**src/rtl/aes_ctr_sched.sv**
```systemverilog
// aes_ctr_sched: sequences AES-CTR keystream generation over N consecutive blocks.
// For every block the current counter is offered to the cipher core through a
// valid/ready handshake. One increment is then requested from the counter unit
// over a sparse 3-bit handshake, and the next block is issued only after that
// increment has completed.
//
// Ports:
//   clk_i, rst_i           clock, synchronous active-high reset
//   start_i, num_blocks_i  start request and block count (sampled in IDLE only)
//   ctr_i                  current counter from the IV/counter register
//   blk_valid_o/ready_i    counter block handshake toward the cipher core
//   blk_data_o             counter block (ctr_i while valid, zero otherwise)
//   ctr_incr_o             sparse increment request (HIGH=3'b011, LOW=3'b100)
//   ctr_ready_i            sparse ready from the counter unit, same encoding
//   ctr_alert_i            alert from the counter unit
//   busy_o                 high in any state other than IDLE
//   done_o                 one-cycle completion pulse
//   remaining_o            blocks still to be issued
//   alert_o                sticky fatal alert
module aes_ctr_sched #(
    parameter int unsigned CtrWidth = 128,
    parameter int unsigned LenWidth = 16
) (
    input  logic                clk_i,
    input  logic                rst_i,
    input  logic                start_i,
    input  logic [LenWidth-1:0] num_blocks_i,
    input  logic [CtrWidth-1:0] ctr_i,
    output logic                blk_valid_o,
    input  logic                blk_ready_i,
    output logic [CtrWidth-1:0] blk_data_o,
    output logic [2:0]          ctr_incr_o,
    input  logic [2:0]          ctr_ready_i,
    input  logic                ctr_alert_i,
    output logic                busy_o,
    output logic                done_o,
    output logic [LenWidth-1:0] remaining_o,
    output logic                alert_o
);

    // Sparse handshake encoding shared by the increment request and ready.
    localparam logic [2:0] IncrHigh = 3'b011;
    localparam logic [2:0] IncrLow  = 3'b100;

    typedef enum logic [2:0] {
        StIdle  = 3'b000,
        StIssue = 3'b001,
        StIncr  = 3'b010,
        StWait  = 3'b011,
        StError = 3'b100
    } state_e;

    state_e                state_q,      state_d;
    logic [LenWidth-1:0]   remaining_q,  remaining_d;
    logic                  done_q,       done_d;
    logic                  alert_q,      alert_d;
    logic                  wait_first_q, wait_first_d;

    logic                  ready_high_c;
    logic                  fault_c;

    // Counter-unit status decode: anything outside the two legal codes is a fault.
    assign ready_high_c = (ctr_ready_i == IncrHigh);
    assign fault_c      = ctr_alert_i ||
                          !((ctr_ready_i == IncrHigh) || (ctr_ready_i == IncrLow));

    // State and status registers.
    always_ff @(posedge clk_i) begin
        if (rst_i) begin
            state_q      <= StIdle;
            remaining_q  <= '0;
            done_q       <= 1'b0;
            alert_q      <= 1'b0;
            wait_first_q <= 1'b0;
        end else begin
            state_q      <= state_d;
            remaining_q  <= remaining_d;
            done_q       <= done_d;
            alert_q      <= alert_d;
            wait_first_q <= wait_first_d;
        end
    end

    // Next-state logic.
    always_comb begin
        state_d      = state_q;
        remaining_d  = remaining_q;
        done_d       = 1'b0;
        alert_d      = alert_q;
        wait_first_d = 1'b0;

        case (state_q)
            StIdle: begin
                if (start_i) begin
                    if (num_blocks_i == '0) begin
                        done_d = 1'b1;
                    end else begin
                        remaining_d = num_blocks_i;
                        state_d     = StIssue;
                    end
                end
            end

            StIssue: begin
                // Valid is implied by the state; only the cipher's ready matters.
                if (blk_ready_i) begin
                    remaining_d = remaining_q - LenWidth'(1);
                    state_d     = StIncr;
                end
            end

            StIncr: begin
                if (ready_high_c) begin
                    state_d      = StWait;
                    wait_first_d = 1'b1;
                end
            end

            StWait: begin
                // The counter unit still shows its pre-accept ready in the
                // first WAIT cycle, so that cycle is never an exit.
                if (!wait_first_q && ready_high_c) begin
                    if (remaining_q != '0) begin
                        state_d = StIssue;
                    end else begin
                        state_d = StIdle;
                        done_d  = 1'b1;
                    end
                end
            end

            StError: begin
                state_d = StError;
            end

            default: begin
                state_d = StError;
                alert_d = 1'b1;
            end
        endcase

        // A fault outranks any handshake completing in the same cycle.
        if ((state_q != StError) && fault_c) begin
            state_d      = StError;
            alert_d      = 1'b1;
            remaining_d  = remaining_q;
            done_d       = 1'b0;
            wait_first_d = 1'b0;
        end
    end

    // Outputs decoded from the state register; block data follows ctr_i while valid.
    assign blk_valid_o = (state_q == StIssue);
    assign blk_data_o  = (state_q == StIssue) ? ctr_i : '0;
    assign ctr_incr_o  = (state_q == StIncr) ? IncrHigh : IncrLow;
    assign busy_o      = (state_q != StIdle);
    assign done_o      = done_q;
    assign remaining_o = remaining_q;
    assign alert_o     = alert_q;

endmodule
```
**config.mk**
```make
export PLATFORM = sky130hd
export DESIGN_NAME = aes_ctr_sched
export DESIGN_NICKNAME = d
export VERILOG_FILES = /design/src/rtl/aes_ctr_sched.sv
export SDC_FILE = /design/constraint.sdc
export NUM_CORES = 1
export LEC_CHECK = 0
export BUFFER_PORTS_ARGS = -buffer_cell sky130_fd_sc_hd__clkbuf_2
export CAP_MARGIN = 25
export CELL_PAD_IN_SITES_DETAIL_PLACEMENT = 0
export CELL_PAD_IN_SITES_GLOBAL_PLACEMENT = 1
export CORE_AREA = 2 2 116 118
export CTS_BUF_LIST = sky130_fd_sc_hd__clkbuf_4
export DETAILED_ROUTE_END_ITERATION = 10
export DIE_AREA = 0 0 118 120
export GPL_ROUTABILITY_DRIVEN = 0
export PLACE_DENSITY_LB_ADDON = 0.1
export SKIP_LAST_GASP = 1
export SYNTH_ARGS = -nofsm -noshare
export SYNTH_HDL_FRONTEND = slang
export SYNTH_SLANG_ARGS = --single-unit
```
**constraint.sdc**
```tcl
create_clock -name clk_i -period 2.2 [get_ports clk_i]
set_clock_uncertainty 0.05 [all_clocks]
set_input_delay 0.33 -clock clk_i [delete_from_list [all_inputs] [get_ports clk_i]]
set_output_delay 0.33 -clock clk_i [all_outputs]
set_load 0.02 [all_outputs]
```
==> results.sh <==
export IMPL_run_status="finished clean"
export IMPL_maxCapViolCount=0
export IMPL_finalHoldViolCount=0
export IMPL_die_area_mm2=0.0142
export IMPL_fp_coreArea_mm2=0.0130
export IMPL_vias=3545
export IMPL_firstDrtPassIters=4
export IMPL_clock_path_buffers=2
export IMPL_period_share_pct=97.1
export IMPL_syn_nets=497
export IMPL_crit_path_end_kind="output port"
export IMPL_viasPerCell=4.31
export IMPL_ys_types=44
export IMPL_wl_um=14200
export IMPL_syn_area_mm2=0.00238
export IMPL_p_clk_share_pct=19.0
export IMPL_rsz0062_at_grt="true"
export IMPL_area_growth_pct=79.8
export IMPL_first_global_vias=3072
export IMPL_r2r_start="remaining_o[0]"
export IMPL_cp_startpoint="state_q[0]"
export IMPL_critPathKind="flip-flop to output port"
export IMPL_hp_start="num_blocks_i[12]"
export IMPL_fmax_mhz=468
export IMPL_total_power_uw=1100
export IMPL_die_h_um=120
export IMPL_start_kind="flip-flop"
export IMPL_synth_cells=344
export IMPL_drive_above_1_share_pct=53.2
export IMPL_swShare_pct=36.5
export IMPL_slew_headroom_pct=64.0
export IMPL_fillers=1489
export IMPL_pin_count=303
export IMPL_async_flop_share_pct=0
export IMPL_avgSynthCellArea_um2=6.93
export IMPL_die_width_um=118
export IMPL_grt_use_total_pct=17.4
export IMPL_ant_nets=0
export IMPL_fin_crit_ns=2.14
export IMPL_cp_required_ns=1.82
export IMPL_insertion_delay_ns=0.32
export IMPL_cp_max_fo=19
export IMPL_crit_chain="or3b_4 > clkinv_8 > buf_8 > and2_1 > clkbuf_2"
export IMPL_worst_slew_pin_slew_ns=0.537
export IMPL_cts_buffers=3
export IMPL_synth_seq_area_share_pct=18.5
export IMPL_port_buffer_count=302
export IMPL_antenna_found_initial=1
export IMPL_htree_levels=1
export IMPL_ir_worst_vdd_mv=0.130
export IMPL_start_util_pct=18.4
export IMPL_p_comb_share_pct=43.1
export IMPL_grt_max_degree=77
export IMPL_ys_warn_count=0
export IMPL_clk_pin_slew_ns=0.14
export IMPL_synth_ff_type="dfxtp_1"
export IMPL_cp_slowest_cell="or3b_4"
export IMPL_p_sw_uw=402
export IMPL_power_share_sequential_pct=37.9
export IMPL_final_util_pct=33.0
export IMPL_dp_hpwl_um=11600
export IMPL_root_buffer="clkbuf_4"
export IMPL_post_cts_buffers=0
export IMPL_critPathMaxStageDelay_ns=0.42
export IMPL_route_detailed_drc=0
export IMPL_nNetsFinal=799
export IMPL_synth_edf_count=0
export IMPL_internal_power_uw=699
export IMPL_grt_pass1_wl_um=19000
export IMPL_tritoncts="done"
export IMPL_cts_sinks=22
export IMPL_powerDensity_mw_per_mm2=257
export IMPL_critPathArrivalTime_ns=1.76
export IMPL_synth_seq_cells=22
export IMPL_hold_path_class="input port to flip-flop"
export IMPL_dr_first_iter_drc_count=128
export IMPL_finalSetupViolations=0
export IMPL_routedWlPerCell_um=17.3
export IMPL_overflow=0
export IMPL_row_count=42
export IMPL_drv_slew=0
export IMPL_p_leak_uw=0.00240
[through the flow]
step	setup slack, ns	setup TNS [ns]	instances	hold WS, ns	cell area (µm²)
floorplan	0.173	0	344	0.419	2380
global placement	0.161	0	811	0.408	4110
detailed placement	0.149	0	811	0.418	4110
CTS	-0.0417	-0.981	815	0.271	4140
global route	-0.0104	-0.0172	821	0.304	4280
finish	0.0629	0	822	0.285	4280
[cells in the final DEF, fill, tap and decap left out, types with 4 or more instances in the layout]
| master | instances |
|---|---|
| and2_1 | 130 |
| inv_1 | 5 |
| dfxtp_1 | 21 |
| o21ai_0 | 18 |
| a21oi_1 | 22 |
| clkbuf_2 | 298 |
| nand2b_1 | 4 |
| buf_4 | 12 |
| nor3b_1 | 4 |
| o21a_1 | 5 |
| clkbuf_16 | 4 |
| nand2_1 | 34 |
| buf_2 | 4 |
| nor4_1 | 8 |
| a211oi_1 | 4 |
| nor2_1 | 22 |
[per-layer routing]
| metal | vias up | wire, µm | global-route usage, % |
|---|---|---|---|
| met2 | 120 | 6740 | 28.5 |
| met1 | 1682 | 6640 | 23.9 |
| li1 | 1739 | - | - |
| met3 | 4 | 829 | 3.94 |
| met5 | - | 0 | 0 |
| met4 | 0 | 44 | 2.18 |
[kinds of logic after synthesis]
kind of cell / Yosys count / share of synthesized area [%]
simple gates: 220 / 54.5
mux: 1 / 0.420
flops: 22 / 18.5
compound gates: 67 / 18.3
fa+ha+maj: 1 / 0.525
xor+xnor: 1 / 0.368
buf+inv: 32 / 7.41
[flip-flops by register name, summed over array words and instances, names as in the netlist]
| name | cells |
|---|---|
| alert_o | 1 |
| state_q | 3 |
| wait_first_q | 1 |
| remaining_o | 16 |
| done_o | 1 |
[Yosys cell counts, types with 4 or more instances]
library cell,number,area [µm²]
nor4_1,8,50.1
a21oi_1,22,110
nor3b_1,4,30.0
inv_1,5,18.8
a211oi_1,4,30.0
buf_6,6,67.6
o21ai_0,18,90.1
o21a_1,5,37.5
clkbuf_1,17,63.8
nand2b_1,4,25.0
and2_1,130,813
dfxtp_1,22,440
nor2_1,22,82.6
nand2_1,34,128
[final timing paths]
path / depth (start not counted) / endpoint / slack (ns)
worst max-delay path: 5 / blk_data_o[29] / 0.06
worst min-delay path: 4 / remaining_o[12] / 0.29
worst max register to register: 7 / remaining_o[14] / 0.29
worst min register to register: 2 / alert_o / 0.45
[power by group through the flow]
stage | Sequential [µW] | Combinational (µW) | Clock, µW
finish | 417 | 475 | 209
global route | 419 | 518 | 230
CTS | 418 | 458 | 217
detailed placement | 427 | 456 | 0
global placement | 426 | 456 | 0
floorplan | 433 | 207 | 0
[final cells by class]
| cell class | instances | area, µm² | share of cell area, % |
|---|---|---|---|
| Timing Repair Buffer | 323 | 1790 | 41.7 |
| Multi-Input combinational cell | 290 | 1770 | 41.3 |
| Sequential cell | 22 | 444 | 10.4 |
| Tap cell | 176 | 220 | 5.14 |
| Inverter | 6 | 35.0 | 0.818 |
| Clock buffer | 3 | 22.5 | 0.526 |
| Clock inverter | 1 | 3.75 | 0.0876 |
| Antenna cell | 1 | 2.50 | 0.0584 |
[critical path: cells and delay by family (launching register included)]
| family | cells | cell delay (ns) |
|---|---|---|
| and+or+nand+nor | 2 | 0.56 |
| DFF | 1 | 0.40 |
| buffers and inverters | 3 | 0.46 |
[repair_timing]
action                                  CTS  global route
pin swaps                                 0             0
gates resized for setup                   1            11
gates cloned                              0             6
hold buffers                              0             0
endpoints found under the setup margin  128           128
Power figures use the tool's default switching activity.
